===== src/rtl/adc_arb_pkg.sv =====
// adc_arb_pkg: shared types and constants for the ADC arbiter
package adc_arb_pkg;
  typedef enum logic [1:0] {IDLE, WR, RD, RESP} state_t;
  localparam int ADC_CH_W = 3;
  localparam int ADC_DATA_W = 12;
  localparam logic [ADC_CH_W-1:0] ADC_CSR_ADDR = '0;
  localparam logic [31:0] ADC_RUN_CMD = 32'h1;
endpackage


===== src/rtl/adc_arbiter_if.sv =====
// adc_arbiter_if: requester-side and ADC Avalon-MM signals of the arbiter
interface adc_arbiter_if #(parameter int NUM_REQ = 2);
  import adc_arb_pkg::*;
  logic [NUM_REQ-1:0] req;
  logic [ADC_CH_W*NUM_REQ-1:0] req_ch;
  logic [NUM_REQ-1:0] pending;
  logic [NUM_REQ-1:0] rsp_valid;
  logic [ADC_DATA_W-1:0] rsp_data;
  logic rsp_err;
  logic adc_write;
  logic adc_read;
  logic [ADC_CH_W-1:0] adc_address;
  logic [31:0] adc_write_data;
  logic [31:0] adc_read_data;
  logic adc_wait_request;
  modport slave (
    input req, req_ch, adc_read_data, adc_wait_request,
    output pending, rsp_valid, rsp_data, rsp_err, adc_write, adc_read, adc_address, adc_write_data
  );
  modport master (
    output req, req_ch, adc_read_data, adc_wait_request,
    input pending, rsp_valid, rsp_data, rsp_err, adc_write, adc_read, adc_address, adc_write_data
  );
endinterface


===== src/rtl/rr_arbiter.sv =====
// rr_arbiter: combinational round-robin pick of the first pending bit at or above rr
module rr_arbiter #(
  parameter int NUM_REQ = 2,
  localparam int IW = $clog2(NUM_REQ)
) (
  input  logic [NUM_REQ-1:0] pending_i,
  input  logic [IW-1:0]      rr_i,
  output logic [NUM_REQ-1:0] grant_o,
  output logic [IW-1:0]      idx_o,
  output logic               any_o
);
  // scan offsets downward so the smallest offset from rr is the last, winning assignment
  always_comb begin
    idx_o = '0;
    for (int k = NUM_REQ - 1; k >= 0; k--)
      if (pending_i[(int'(rr_i) + k) % NUM_REQ]) idx_o = IW'((int'(rr_i) + k) % NUM_REQ);
  end
  assign any_o = |pending_i;
  assign grant_o = any_o ? NUM_REQ'(1) << idx_o : '0;
endmodule


===== src/rtl/adc_arbiter.sv =====
// adc_arbiter: round-robin sharing of one ADC Avalon-MM slave; ADC_ARB_TIMEOUT_EN adds a wait-request watchdog
module adc_arbiter
  import adc_arb_pkg::*;
#(
  parameter int NUM_REQ = 2,
  parameter int NUM_CH = 6,
  parameter int TIMEOUT_CYCLES = 1024
) (
  input logic clk,
  input logic reset,
  adc_arbiter_if.slave bus
);
  localparam int IW = $clog2(NUM_REQ);
  state_t state_q, state_d;
  logic [NUM_REQ-1:0] pending_q, gnt_q, gnt_d, grant, clr;
  logic [ADC_CH_W-1:0] ch_q [NUM_REQ];
  logic [IW-1:0] rr_q, rr_d, idx_q, idx_d, gidx;
  logic [ADC_CH_W-1:0] cur_ch_q, cur_ch_d;
  logic [ADC_DATA_W-1:0] data_q, data_d;
  logic err_q, err_d, any, tmo, unused_rdata;
  assign unused_rdata = ^bus.adc_read_data[31:ADC_DATA_W];
  rr_arbiter #(.NUM_REQ(NUM_REQ)) u_rr (
    .pending_i(pending_q),
    .rr_i(rr_q),
    .grant_o(grant),
    .idx_o(gidx),
    .any_o(any)
  );
`ifdef ADC_ARB_TIMEOUT_EN
  logic [15:0] cnt_q, cnt_d;
  assign tmo = bus.adc_wait_request && cnt_q == 16'(TIMEOUT_CYCLES - 1);
  assign cnt_d = (state_q inside {WR, RD}) && state_d == state_q ? cnt_q + 16'd1 : '0;
  // watchdog counts wait-request cycles since entering WR or RD
  always_ff @(posedge clk or posedge reset)
    if (reset) cnt_q <= '0;
    else cnt_q <= cnt_d;
`else
  localparam int unused_timeout = TIMEOUT_CYCLES;
  assign tmo = 1'b0;
`endif
  // next state, grant capture and response data
  always_comb begin
    state_d = state_q;
    rr_d = rr_q;
    idx_d = idx_q;
    gnt_d = gnt_q;
    cur_ch_d = cur_ch_q;
    data_d = data_q;
    err_d = err_q;
    case (state_q)
      IDLE:
        if (any) begin
          idx_d = gidx;
          gnt_d = grant;
          cur_ch_d = ch_q[gidx];
          state_d = int'(ch_q[gidx]) >= NUM_CH ? RESP : WR;
          if (int'(ch_q[gidx]) >= NUM_CH) begin
            err_d = 1'b1;
            data_d = '0;
          end
        end
      WR:
        if (!bus.adc_wait_request) state_d = RD;
        else if (tmo) begin
          err_d = 1'b1;
          data_d = '0;
          state_d = RESP;
        end
      RD:
        if (!bus.adc_wait_request) begin
          data_d = bus.adc_read_data[ADC_DATA_W-1:0];
          err_d = 1'b0;
          state_d = RESP;
        end else if (tmo) begin
          err_d = 1'b1;
          data_d = '0;
          state_d = RESP;
        end
      RESP: begin
        rr_d = idx_q == IW'(NUM_REQ - 1) ? '0 : idx_q + 1'b1;
        state_d = IDLE;
      end
      default: state_d = IDLE;
    endcase
  end
  assign clr = state_q == RESP ? gnt_q : '0;
  // state registers and per-requester pending slots; a new request beats the RESP clear
  always_ff @(posedge clk or posedge reset)
    if (reset) begin
      state_q <= IDLE;
      pending_q <= '0;
      rr_q <= '0;
      idx_q <= '0;
      gnt_q <= '0;
      cur_ch_q <= '0;
      data_q <= '0;
      err_q <= 1'b0;
      for (int i = 0; i < NUM_REQ; i++) ch_q[i] <= '0;
    end else begin
      state_q <= state_d;
      pending_q <= (pending_q & ~clr) | bus.req;
      rr_q <= rr_d;
      idx_q <= idx_d;
      gnt_q <= gnt_d;
      cur_ch_q <= cur_ch_d;
      data_q <= data_d;
      err_q <= err_d;
      for (int i = 0; i < NUM_REQ; i++)
        if (bus.req[i]) ch_q[i] <= bus.req_ch[ADC_CH_W*i +: ADC_CH_W];
    end
  assign bus.pending = pending_q;
  assign bus.rsp_valid = clr;
  assign bus.rsp_data = data_q;
  assign bus.rsp_err = err_q;
  assign bus.adc_write = state_q == WR;
  assign bus.adc_read = state_q == RD;
  assign bus.adc_address = state_q == RD ? cur_ch_q : state_q == WR ? ADC_CSR_ADDR : '0;
  assign bus.adc_write_data = state_q == WR ? ADC_RUN_CMD : '0;
endmodule


===== src/flat_wrapper.sv =====
// flat-port wrapper written by rule: the top's interface ports become plain ports
module adc_arbiter_flat import adc_arb_pkg::*;
#(
  parameter int NUM_REQ = 2,
  parameter int NUM_CH = 6,
  parameter int TIMEOUT_CYCLES = 1024
)
  (clk, reset, bus_req, bus_req_ch, bus_adc_read_data, bus_adc_wait_request, bus_pending, bus_rsp_valid, bus_rsp_data, bus_rsp_err, bus_adc_write, bus_adc_read, bus_adc_address, bus_adc_write_data);
  adc_arbiter_if #(.NUM_REQ(NUM_REQ)) bus_i ();
  input logic clk;
  input logic reset;
  input wire logic [$bits(bus_i.req)-1:0] bus_req;
  input wire logic [$bits(bus_i.req_ch)-1:0] bus_req_ch;
  input wire logic [$bits(bus_i.adc_read_data)-1:0] bus_adc_read_data;
  input wire logic [$bits(bus_i.adc_wait_request)-1:0] bus_adc_wait_request;
  output wire logic [$bits(bus_i.pending)-1:0] bus_pending;
  output wire logic [$bits(bus_i.rsp_valid)-1:0] bus_rsp_valid;
  output wire logic [$bits(bus_i.rsp_data)-1:0] bus_rsp_data;
  output wire logic [$bits(bus_i.rsp_err)-1:0] bus_rsp_err;
  output wire logic [$bits(bus_i.adc_write)-1:0] bus_adc_write;
  output wire logic [$bits(bus_i.adc_read)-1:0] bus_adc_read;
  output wire logic [$bits(bus_i.adc_address)-1:0] bus_adc_address;
  output wire logic [$bits(bus_i.adc_write_data)-1:0] bus_adc_write_data;
  assign bus_i.req = bus_req;
  assign bus_i.req_ch = bus_req_ch;
  assign bus_i.adc_read_data = bus_adc_read_data;
  assign bus_i.adc_wait_request = bus_adc_wait_request;
  assign bus_pending = bus_i.pending;
  assign bus_rsp_valid = bus_i.rsp_valid;
  assign bus_rsp_data = bus_i.rsp_data;
  assign bus_rsp_err = bus_i.rsp_err;
  assign bus_adc_write = bus_i.adc_write;
  assign bus_adc_read = bus_i.adc_read;
  assign bus_adc_address = bus_i.adc_address;
  assign bus_adc_write_data = bus_i.adc_write_data;
  adc_arbiter #(.NUM_REQ(NUM_REQ), .NUM_CH(NUM_CH), .TIMEOUT_CYCLES(TIMEOUT_CYCLES)) u_core (.clk(clk), .reset(reset), .bus(bus_i));
endmodule

===== config.mk =====
export PLATFORM = sky130hd
export DESIGN_NAME = adc_arbiter_flat
export DESIGN_NICKNAME = d
export VERILOG_FILES = /design/src/rtl/adc_arb_pkg.sv /design/src/rtl/adc_arbiter_if.sv /design/src/rtl/rr_arbiter.sv /design/src/rtl/adc_arbiter.sv /design/src/flat_wrapper.sv
export SDC_FILE = /design/constraint.sdc
export NUM_CORES = 1
export LEC_CHECK = 0
export CAP_MARGIN = 30
export CORE_AREA = 2 2 63 71
export CTS_CLUSTER_SIZE = 14
export DETAILED_ROUTE_END_ITERATION = 10
export DIE_AREA = 0 0 65 73
export PLACE_DENSITY = 0.87
export SLEW_MARGIN = 40
export SYNTH_ARGS = -nofsm -noshare
export SYNTH_HDL_FRONTEND = slang
export SYNTH_SLANG_ARGS = --single-unit

===== constraint.sdc =====
create_clock -name clk -period 2.9 [get_ports clk]
set_input_delay 0.29 -clock clk [delete_from_list [all_inputs] [get_ports clk]]
set_output_delay 0.29 -clock clk [all_outputs]
set_load 0.01 [all_outputs]

==> metrics.txt, run 1 <==
# TYPE chip_impl_metric gauge
chip_impl_metric{name="final-max-slew-violation-count",unit=""} 0
chip_impl_metric{name="stdcell_count",unit=""} 241
chip_impl_metric{name="clock_sinks",unit=""} 29
chip_impl_metric{name="cp_num_buf_inv",unit=""} 2
chip_impl_metric{name="yosys_warnings",unit=""} 0
chip_impl_metric{name="grt_overflow_total",unit=""} 0
chip_impl_info{name="critPathKind",value="reg -> out"} 1
chip_impl_metric{name="synthesis_stage_register_bit_count",unit=""} 29
chip_impl_metric{name="die_footprint",unit="mm^2"} 0.00475
chip_impl_metric{name="postSynthCellCount",unit=""} 136
chip_impl_metric{name="fmax",unit="GHz"} 0.468
chip_impl_metric{name="worst_slew_pin_slew",unit="ns"} 0.609
chip_impl_metric{name="placement.io_buffers",unit=""} 45
chip_impl_info{name="commonest_non_fill_non_tap_cell_in_the_layout",value="sky130_fd_sc_hd__clkdlybuf4s50_1"} 1
chip_impl_metric{name="grt_first_pass_wirelength",unit="um"} 4890
chip_impl_metric{name="global_route.usage.total",unit=""} 0.135
chip_impl_info{name="critical-path-top-delay-family",value="buffers and inverters"} 1
chip_impl_metric{name="routabilityCongestion",unit=""} 0.758
chip_impl_metric{name="routed_wire_length_per_instance",unit="um"} 12.2
chip_impl_info{name="setup.worst_path.end_class",value="output pin"} 1
chip_impl_metric{name="die_h",unit="um"} 73
chip_impl_metric{name="clk_path_buf_depth",unit=""} 2
chip_impl_metric{name="postcts_resize_cnt",unit=""} 0
chip_impl_metric{name="syn-mean-instance-area",unit="um^2"} 11.0
chip_impl_metric{name="grt_antenna_before_repair",unit=""} 0
chip_impl_metric{name="filler_cell_count",unit=""} 382
chip_impl_metric{name="placedCellCount",unit=""} 233
chip_impl_metric{name="clk_pin_slew",unit="ns"} 0.07
chip_impl_metric{name="timing.clock.skew",unit="ns"} 0.00486
chip_impl_info{name="layout.cells.most_common_list",value="45 x sky130_fd_sc_hd__clkdlybuf4s50_1, 31 x sky130_fd_sc_hd__conb_1, 29 x sky130_fd_sc_hd__dfrtp_1"} 1
chip_impl_metric{name="total_negative_setup_slacks",unit="ns"} 0
chip_impl_metric{name="via_count_of_the_first_global_routing_pass",unit=""} 1006
chip_impl_metric{name="first_iter_violations",unit=""} 15
chip_impl_info{name="setup_repair_after_global_routing_missed_its_margin",value="false"} 1
chip_impl_metric{name="antenna_left",unit=""} 0
chip_impl_metric{name="antenna-diode-count",unit=""} 0
chip_impl_metric{name="worst_slack",unit="ns"} 0.765
chip_impl_metric{name="number_of_drc_violations_after_detailed_routing",unit=""} 0
chip_impl_metric{name="timing.max_slew.rel_slack",unit=""} 0.592
chip_impl_metric{name="syn-cell-area",unit="mm^2"} 0.00150
chip_impl_metric{name="drv_cap",unit=""} 0
chip_impl_metric{name="max-vdd-ir-drop",unit="V"} 0.000399
chip_impl_info{name="start_kind",value="flip-flop"} 1
chip_impl_metric{name="ff_latch_area",unit="um^2"} 726
chip_impl_info{name="cts_tree",value="built"} 1
chip_impl_metric{name="worst-endpoint-arrival",unit="ns"} 1.84
chip_impl_metric{name="vias_per_cell",unit=""} 4.43
chip_impl_metric{name="min_period_over_period",unit=""} 0.736
chip_impl_metric{name="timing.critical_path.required",unit="ns"} 2.61
chip_impl_metric{name="time_the_final_worst_path_needs_with_i_o_delays_and_setup",unit="ns"} 2.13
chip_impl_metric{name="cp_peak_stage_delay",unit="ns"} 0.55
chip_impl_metric{name="die_x",unit="um"} 65
chip_impl_metric{name="p_leak",unit="nW"} 0.941
chip_impl_metric{name="multi_input_area",unit="um^2"} 611
chip_impl_info{name="run_status",value="complete, no violations"} 1
chip_impl_metric{name="p_per_area",unit="mW/mm^2"} 913
chip_impl_metric{name="core.rowCount",unit=""} 25
chip_impl_metric{name="finish.net_count",unit=""} 233
chip_impl_metric{name="grt_max_degree",unit=""} 30
chip_impl_metric{name="routed-via-count",unit=""} 1068
chip_impl_metric{name="detailedPlacementHpwl",unit="um"} 2270
chip_impl_metric{name="pin_count",unit=""} 97
chip_impl_info{name="clk_root_buffer_cell",value="sky130_fd_sc_hd__clkbuf_8"} 1
chip_impl_info{name="cp_cell_sequence",value="inv_1 -> ha_1 -> and2_1 -> clkdlybuf4s50_1"} 1
chip_impl_metric{name="clkLatencyLatePin",unit="ns"} 0.28
chip_impl_metric{name="dpl_worst_slack",unit="ns"} 0.775
chip_impl_metric{name="cts_setup_buffers",unit=""} 0
chip_impl_metric{name="detail_route.wirelength",unit="um"} 2950
chip_impl_metric{name="effective_utilization_at_floorplan",unit=""} 0.367
chip_impl_metric{name="postCtsHoldBufs",unit=""} 0
chip_impl_metric{name="final-hold-violation-count",unit=""} 0
chip_impl_metric{name="layout_utilization",unit=""} 0.491
chip_impl_metric{name="drive_gt1_frac",unit=""} 0.102
chip_impl_info{name="holdCritPathClass",value="in -> async"} 1
chip_impl_metric{name="synth_cell_types",unit=""} 25
chip_impl_metric{name="clock_tree.htree_level_count",unit=""} 2
chip_impl_metric{name="worst-path-max-fanout",unit=""} 9
chip_impl_info{name="slowest_stage",value="sky130_fd_sc_hd__clkdlybuf4s50_1"} 1
chip_impl_metric{name="syn_to_final_growth",unit="%"} 33.9
chip_impl_metric{name="synth-seq-area-share",unit=""} 0.483
chip_impl_metric{name="cts_made_buffers",unit=""} 5
chip_impl_metric{name="design.core.area",unit="mm^2"} 0.00410
chip_impl_metric{name="detailedRoute.firstPassIterationCount",unit=""} 4
chip_impl_metric{name="setup_viol",unit=""} 0
-- cells by family after synthesis --
kind of cell / Yosys count / share of synthesized area
DFF: 29 / 0.483
other: 1 / 0.00250
and+or+nand+nor: 26 / 0.0883
muxes: 11 / 0.0791
AOI/OAI and AO/OA: 25 / 0.128
buffers and inverters: 40 / 0.186
adders and majority gates: 4 / 0.0333
-- tightest hold or removal path: cells and delay by family --
kind / cells / cell delay (ns)
buffers and inverters: 3 / 0.79
-- Yosys cell counts (all sizes together) --
cell / count / area share
or3b: 1 / 0.0058
nand2: 12 / 0.030
mux2i: 4 / 0.027
nor2: 5 / 0.012
conb: 1 / 0.0025
ha: 4 / 0.033
inv: 6 / 0.015
and4: 1 / 0.0075
a21o: 2 / 0.010
a221oi: 1 / 0.010
a21oi: 1 / 0.0033
a22o: 13 / 0.076
o21ai: 7 / 0.023
nor3: 1 / 0.0033
nand3b: 1 / 0.0050
buf: 34 / 0.17
nand4bb: 1 / 0.0075
and2: 3 / 0.012
mux2: 7 / 0.052
dfrtp: 29 / 0.48
o41ai: 1 / 0.0058
nand2b: 1 / 0.0042
-- path summary, 6_finish.rpt --
kind	from	to	slack, ns	cells past startpoint
max reg2reg	u_core.state_q[0]$_DFFE_PP0P_	u_core.bus.rsp_err$_DFFE_PP0P_	0.78	6
min in group clk	u_core.cur_ch_q[0]$_DFFE_PP0P_	u_core.cur_ch_q[0]$_DFFE_PP0P_	0.49	2
min reg2reg	u_core.cur_ch_q[0]$_DFFE_PP0P_	u_core.cur_ch_q[0]$_DFFE_PP0P_	0.49	2
min	reset	u_core.ch_q[3]$_DFFE_PP0P_	0.39	3
max	u_core.state_q[0]$_DFFE_PP0P_	bus_adc_address[0]	0.77	4
max in group asynchronous	reset	u_core.cur_ch_q[1]$_DFFE_PP0P_	2.24	3
-- through the flow --
stage | power [mW] | cell area, um^2 | hold WS (ns)
4_1_cts | 1.87 | 2010 | 0.406
3_5_place_dp | 1.42 | 1890 | 0.479
3_3_place_gp | 1.39 | 1890 | 0.461
2_1_floorplan | 1.12 | 1620 | 0.368
5_1_grt | 1.97 | 2010 | 0.444
6_report | 1.84 | 2010 | 0.394
-- flip-flops by register name, summed over array words and instances (netlist names) --
register,flops
u_core.bus.pending,2
u_core.cur_ch_q,3
u_core.bus.rsp_data,12
u_core.bus.rsp_err,1
u_core.gnt_q,2
u_core.ch_q,6
u_core.rr_q,1
u_core.state_q,2
-- cell type report --
class	count	share of cell area
Multi-Input combinational cell	97	0.303
Sequential cell	29	0.361
Timing Repair Buffer	47	0.231
Clock inverter	2	0.0187
Inverter	6	0.0112
Clock buffer	6	0.0410
Tap cell	54	0.0336
-- metal layers --
metal  track usage  vias up  wire, um
met4        0.0426        0        29
met3        0.0448        7       218
met2         0.218       48      1510
met5             0        -         0
li1              -      498         -
met1         0.171      515      1190
-- power breakdown --
part           internal (mW)  switching, mW
Combinational          0.399          0.390
Sequential             0.530         0.0813
Clock                  0.279          0.157
Power figures use the tool's default switching activity.
==> run 2, diff against run 1 <==
CORE_AREA = 2 2 65 73   (was 2 2 63 71)
DIE_AREA = 0 0 67 75   (was 0 0 65 73)
PLACE_DENSITY = 0.83   (was 0.87)
clock period = 2.1 ns   (was 2.9 ns; I/O delays follow)
==> metrics.txt, run 2 (synthesized netlist as in run 1, its figures left out) <==
# TYPE chip_impl_metric gauge
chip_impl_info{name="cts_tree",value="built"} 1
chip_impl_metric{name="clock_sinks",unit=""} 29
chip_impl_metric{name="detailedRoute.firstPassIterationCount",unit=""} 4
chip_impl_metric{name="detail_route.wirelength",unit="um"} 2840
chip_impl_metric{name="worst_slack",unit="ns"} 0.129
chip_impl_metric{name="routed_wire_length_per_instance",unit="um"} 11.7
chip_impl_info{name="setup_repair_after_global_routing_missed_its_margin",value="false"} 1
chip_impl_metric{name="pin_count",unit=""} 97
chip_impl_metric{name="drv_cap",unit=""} 0
chip_impl_metric{name="effective_utilization_at_floorplan",unit=""} 0.353
chip_impl_metric{name="first_iter_violations",unit=""} 18
chip_impl_metric{name="worst-endpoint-arrival",unit="ns"} 1.76
chip_impl_metric{name="grt_first_pass_wirelength",unit="um"} 4580
chip_impl_metric{name="timing.max_slew.rel_slack",unit=""} 0.597
chip_impl_metric{name="clk_pin_slew",unit="ns"} 0.06
chip_impl_metric{name="worst_slew_pin_slew",unit="ns"} 0.600
chip_impl_metric{name="cts_made_buffers",unit=""} 5
chip_impl_metric{name="clock_tree.htree_level_count",unit=""} 2
chip_impl_metric{name="die_footprint",unit="mm^2"} 0.00503
chip_impl_metric{name="p_leak",unit="nW"} 0.945
chip_impl_metric{name="p_seq_frac",unit=""} 0.332
chip_impl_metric{name="path_depth_of_the_worst_reg2reg_path",unit=""} 7
chip_impl_metric{name="routabilityCongestion",unit=""} 0.846
chip_impl_metric{name="min_period_over_period",unit=""} 0.939
chip_impl_info{name="setup.worst_path.end_class",value="output pin"} 1
chip_impl_metric{name="die_x",unit="um"} 67
chip_impl_metric{name="placement.io_buffers",unit=""} 45
chip_impl_metric{name="core.rowCount",unit=""} 25
chip_impl_metric{name="clkLatencyLatePin",unit="ns"} 0.28
chip_impl_metric{name="detailedPlacementHpwl",unit="um"} 2220
chip_impl_metric{name="syn_to_final_growth",unit="%"} 34.3
chip_impl_metric{name="internal_power",unit="mW"} 1.69
chip_impl_metric{name="total_negative_setup_slacks",unit="ns"} 0
chip_impl_metric{name="vias_per_cell",unit=""} 4.34
chip_impl_metric{name="fmax",unit="GHz"} 0.507
chip_impl_info{name="holdCritPathClass",value="in -> async"} 1
chip_impl_info{name="crit-reg2reg-launch",value="u_core.state_q[0]$_DFFE_PP0P_"} 1
chip_impl_metric{name="design.core.area",unit="mm^2"} 0.00425
chip_impl_metric{name="grt_overflow_total",unit=""} 0
chip_impl_metric{name="die_h",unit="um"} 75
chip_impl_metric{name="time_the_final_worst_path_needs_with_i_o_delays_and_setup",unit="ns"} 1.97
chip_impl_metric{name="dpl_worst_slack",unit="ns"} 0.207
chip_impl_metric{name="reg2reg_slack",unit="ns"} 0.18
chip_impl_info{name="start_kind",value="flip-flop"} 1
chip_impl_info{name="terminus_of_the_critical_flop_to_flop_path",value="u_core.bus.rsp_data[1]$_DFFE_PP0P_"} 1
chip_impl_metric{name="final-hold-violation-count",unit=""} 0
chip_impl_info{name="clk_root_buffer_cell",value="sky130_fd_sc_hd__clkbuf_8"} 1
chip_impl_metric{name="worst-path-max-fanout",unit=""} 9
chip_impl_metric{name="timing.clock.skew",unit="ns"} 0.00308
chip_impl_metric{name="drive_gt1_frac",unit=""} 0.106
chip_impl_metric{name="cts_setup_buffers",unit=""} 0
chip_impl_metric{name="clk_path_buf_depth",unit=""} 2
chip_impl_info{name="critPathKind",value="reg -> out"} 1
chip_impl_metric{name="grt_max_degree",unit=""} 30
chip_impl_metric{name="antenna-diode-count",unit=""} 0
chip_impl_metric{name="timing.critical_path.required",unit="ns"} 1.89
chip_impl_metric{name="switching_share",unit=""} 0.333
chip_impl_metric{name="layout_utilization",unit=""} 0.474
chip_impl_metric{name="via_count_of_the_first_global_routing_pass",unit=""} 968
chip_impl_info{name="layout.cells.most_common_list",value="45 x sky130_fd_sc_hd__clkdlybuf4s50_1, 31 x sky130_fd_sc_hd__conb_1, 29 x sky130_fd_sc_hd__dfrtp_1"} 1
chip_impl_metric{name="max-vdd-ir-drop",unit="V"} 0.000597
chip_impl_metric{name="antenna_left",unit=""} 0
chip_impl_metric{name="p_per_area",unit="mW/mm^2"} 1260
chip_impl_info{name="commonest_non_fill_non_tap_cell_in_the_layout",value="sky130_fd_sc_hd__clkdlybuf4s50_1"} 1
chip_impl_metric{name="final-max-slew-violation-count",unit=""} 0
chip_impl_info{name="run_status",value="complete, no violations"} 1
chip_impl_metric{name="global_route.usage.total",unit=""} 0.123
chip_impl_metric{name="number_of_drc_violations_after_detailed_routing",unit=""} 0
chip_impl_metric{name="share_of_power_burned_in_the_clock_network",unit=""} 0.232
chip_impl_metric{name="power_frac_comb",unit=""} 0.436
chip_impl_metric{name="largest_register_ffs",unit=""} 12
chip_impl_metric{name="switching_power",unit="uW"} 844
chip_impl_metric{name="grt_antenna_before_repair",unit=""} 0
chip_impl_metric{name="finish.net_count",unit=""} 234
chip_impl_metric{name="setup_viol",unit=""} 0
chip_impl_metric{name="routed-via-count",unit=""} 1051
-- run 2: changes by cell type in the layout (fill, tap and decap cells not counted) --
cell and change:
sky130_fd_sc_hd__ha_1 -1, sky130_fd_sc_hd__buf_4 +1, sky130_fd_sc_hd__clkbuf_1 +1, sky130_fd_sc_hd__ha_2 +1, sky130_fd_sc_hd__clkinvlp_4 -1
-- run 2: worst max-delay path, stage by stage (launching register included) --
cell and delay, ns:
sky130_fd_sc_hd__dfrtp_1 0.42, sky130_fd_sc_hd__inv_1 0.10, sky130_fd_sc_hd__ha_2 0.26, sky130_fd_sc_hd__and2_1 0.15
sky130_fd_sc_hd__clkdlybuf4s50_1 0.55
-- run 2: metal layers --
metal	vias to the layer above	GRT usage	part of all wire	wire, um
met5	-	0	0	0
met1	499	0.149	0.42	1190
li1	505	-	-	-
met2	44	0.202	0.50	1420
met3	3	0.0478	0.073	206
met4	0	0.0340	0.0092	26
-- run 2: what timing repair did --
item | CTS | global route
endpoints found under the setup margin | 0 | 3
resized for setup | 0 | 1
hold buffers | 0 | 0
-- run 2: cell type report --
cell class / instances / area, um^2
Clock buffer: 7 / 86.3
Clock inverter: 1 / 30.0
Fill cell: 399 / 2240
Inverter: 6 / 22.5
Multi-Input combinational cell: 97 / 613
Sequential cell: 29 / 726
Tap cell: 54 / 67.6
Timing Repair Buffer: 48 / 473
-- run 2: through the flow --
step           cell area (um^2)  total power [mW]  hold slack (ns)  instances
4_1_cts                    2020              2.57            0.305        242
5_1_grt                    2020              2.73            0.382        242
6_report                   2020              2.54            0.301        242
3_5_place_dp               1900              1.97            0.467        234
2_1_floorplan              1620              1.55            0.288        166
3_3_place_gp               1900              1.94            0.456        234
-- run 2: how the worst max path moves through the flow --
stage	startpoint	to	cells past startpoint
after floorplan	u_core.state_q[0]$_DFFE_PP0P_	u_core.bus.rsp_data[0]$_DFFE_PP0P_	7
after detailed placement	u_core.state_q[0]$_DFFE_PP0P_	u_core.bus.rsp_data[7]$_DFFE_PP0P_	7
after CTS	u_core.state_q[0]$_DFFE_PP0P_	bus_adc_address[0]	4
after global routing	u_core.state_q[0]$_DFFE_PP0P_	bus_adc_address[2]	4
after global placement	u_core.state_q[0]$_DFFE_PP0P_	u_core.bus.rsp_data[1]$_DFFE_PP0P_	7
final	u_core.state_q[0]$_DFFE_PP0P_	bus_adc_address[0]	4
-- run 2: power by group through the flow --
| stage | Clock (mW) | Combinational, mW | Sequential, mW |
|---|---|---|---|
| floorplan | 0 | 0.687 | 0.866 |
| global placement | 0 | 1.09 | 0.848 |
| detailed placement | 0 | 1.12 | 0.852 |
| CTS | 0.602 | 1.13 | 0.843 |
| global route | 0.632 | 1.23 | 0.867 |
| finish | 0.588 | 1.11 | 0.842 |
==> variant, RTL diff (config.mk and constraints of run 2) <==
Build with the macro `ADC_ARB_TIMEOUT_EN` defined.
--- a/src/rtl/adc_arbiter.sv
+++ b/src/rtl/adc_arbiter.sv
@@ -1,2 +1,4 @@
 // adc_arbiter: round-robin sharing of one ADC Avalon-MM slave; ADC_ARB_TIMEOUT_EN adds a wait-request watchdog
+`define ADC_ARB_TIMEOUT_EN
+
 module adc_arbiter
Formal check against the unedited RTL: same outputs for any inputs over 10 cycles, from zero or initial values and one cycle with reset high; that may be too few to reach the edited logic, so the function may still have changed.
==> variant against run 2 <==
- via count up 92%
- sequential cell count up 16
- critical path type is now flop to flop
- power up 53%
- design area up 61%
- worst setup slack worse by 0.077 ns
- critical endpoint is now u_core.cnt_q[2]
- worst hold slack worse by 0.18 ns
- largest cell class is now multi-input gates
- wire length up 92%
- area after synthesis up 72%
==> variant: results (changes against run 2) <==
Route
  – DRC violations left: 0 (unchanged)
  – 1st-iter DRT viols: 116 (+98)
  – DR WL/cell: 14.85 um (+26%)
  – Via Count: 2016 (+92%)
  – Detailed Route WL: 5463 um (+92%)
  – Drt pass-1 iters: 4 (unchanged)

Placed design
  – Placed cell area: 0.003072 mm^2 (+62%)
  – Post-DP HPWL: 3836 um (+72%)
  – IO buf count: 45 (unchanged)
  – Gp weighted congestion: 0.8544 (+1.0%)
  – Placed insts: 358 (+53%)
  – Dpl ws: -0.08246 ns (-0.2899 ns)

Yosys
  – Async SR Flop Fraction: 100.0% (unchanged)
  – Yosys Warn Count: 0 (unchanged)
  – Top post-synthesis cells by area: dfrtp_1 44%, buf_4 10%, nor4_1 4.6%
  – Commonest cells in the netlist: 45 x dfrtp_1, 36 x buf_4, 19 x nor4_1
  – Post-synthesis sequential area ratio: 43.65% (-4.6 points)
  – Main synth FF type: dfrtp_1
  – Cell count after synthesis: 249 (+83%)
  – Synth cell types: 50 (+100%)

Outcome
  – Status: finished clean

Worst setup path
  – CP top delay family: compound AO/OA/AOI/OAI gates
  – Max FO, Critical Path: 16 (+7)
  – Max stage delay on crit path: 0.42 ns (-0.13 ns)
  – Critical path's slowest cell: dfrtp_1
  – Arrival time worst endpoint: 2.22 ns (+0.46 ns)

Power and ir drop
  – Top pwr grp: combinational cells
  – Switching pwr: 1.545 mW (+83%)
  – Combinational power share: 57.0% (+13 points)
  – Pwr Total: 3.879 mW (+53%)
  – Max VDD drop: 0.0008548 V (+43%)
  – LEAKAGE: 1.392 nW (+47%)
  – Pwr/cell area: 1191 mW/mm^2 (-5.2%)
  – Clock power frac: 12.8% (-10 points)

Final layout
  – Antenna fix cells: 0 (unchanged)
  – Largest register by flop count: u_core.cnt_q
  – Final-layout fill cell count: 292 (-27%)
  – Layout cells sized above 1: 18.15% (+7.5 points)
  – Max reg flops: 16 (+4)

CTS
  – Max Buffers Root-to-Sink: 2 (unchanged)
  – Total CTS buffers: 5 (unchanged)
  – H-tree depth: 2 (unchanged)
  – Clk_lat worst skew: 0.30 ns (+0.02 ns)
  – Clk root buf: clkbuf_8
  – CTS clock-pin slew for the worst setup and hold paths: 0.09 ns (+0.03 ns)

Global route
  – GRT Util Overall: 22.34% (+10 points)
  – First-pass GRT wire length: 8521 um (+86%)
  – Vias in the first global route: 1912 (+98%)
  – Largest net degree at the start of global routing: 20 (-33%)
  – Initial antenna violation count: 0 (unchanged)

Timing
  – Final Skew: 0.01358 ns (+0.01050 ns)

Hold path
  – Min-delay worst type: primary input to asynchronous set/reset pin
## variant: changes by cell type in the layout (fill, tap and decap cells not counted), moves of 3 or more
cell	change
nor4_2	+6
nor2_1	+10
nand2b_1	+5
nand4_1	+3
nand3_1	+6
dfrtp_1	+15
nor3_1	+5
mux2i_1	-3
xnor2_1	+12
buf_4	+20
nor4_1	+13
## variant: area by class of cell
class                      count  area share (%)
clock buffer                   6           2.229
clock inverter                 1          0.1537
inverter                      10           1.230
multi-input combinational    182           39.24
sequential                    45           34.63
tap                           54           2.075
timing repair buffer          70           20.45
## variant: worst paths after layout
path	start	endpoint	slack, ns	cells past startpoint
worst max-delay path	u_core.state_q[1]	u_core.cnt_q[2]	0.05	8
worst min-delay path	reset	u_core.state_q[0]	0.12	2
worst max register to register	u_core.state_q[1]	u_core.cnt_q[2]	0.05	8
worst min register to register	u_core.gnt_q[0]	u_core.gnt_q[0]	0.50	1
max in group asynchronous	reset	u_core.cnt_q[11]	1.46	3
min in group clk	u_core.gnt_q[0]	u_core.gnt_q[0]	0.50	1
## variant: cell families (layout without fill, tap and decap cells)
family | Yosys count | after routing | share of synthesized area, %
buf+inv | 52 | 87 | 13.77
xor+xnor | 14 | 14 | 4.753
fa+ha+maj | 5 | 5 | 2.425
compound gates | 42 | 42 | 14.55
flops | 45 | 45 | 43.65
simple gates | 83 | 83 | 17.70
mux | 7 | 7 | 3.007
other cells | 1 | 31 | 0.1454
## variant: what timing repair did
action	4_1_cts	5_1_grt
buffers inserted	0	3
cloned	0	0
endpoints found under the setup margin	18	30
resized for setup	3	12
hold buffers	0	0
pin swaps	0	1
## variant: layer usage
metal  GRT usage, %  vias up  wire length (um)
met5              0        -                 0
met4          8.844        0               114
met3          5.232       12               281
met2          34.54       70              2701
met1          30.67      978              2364
li1               -      956                 -
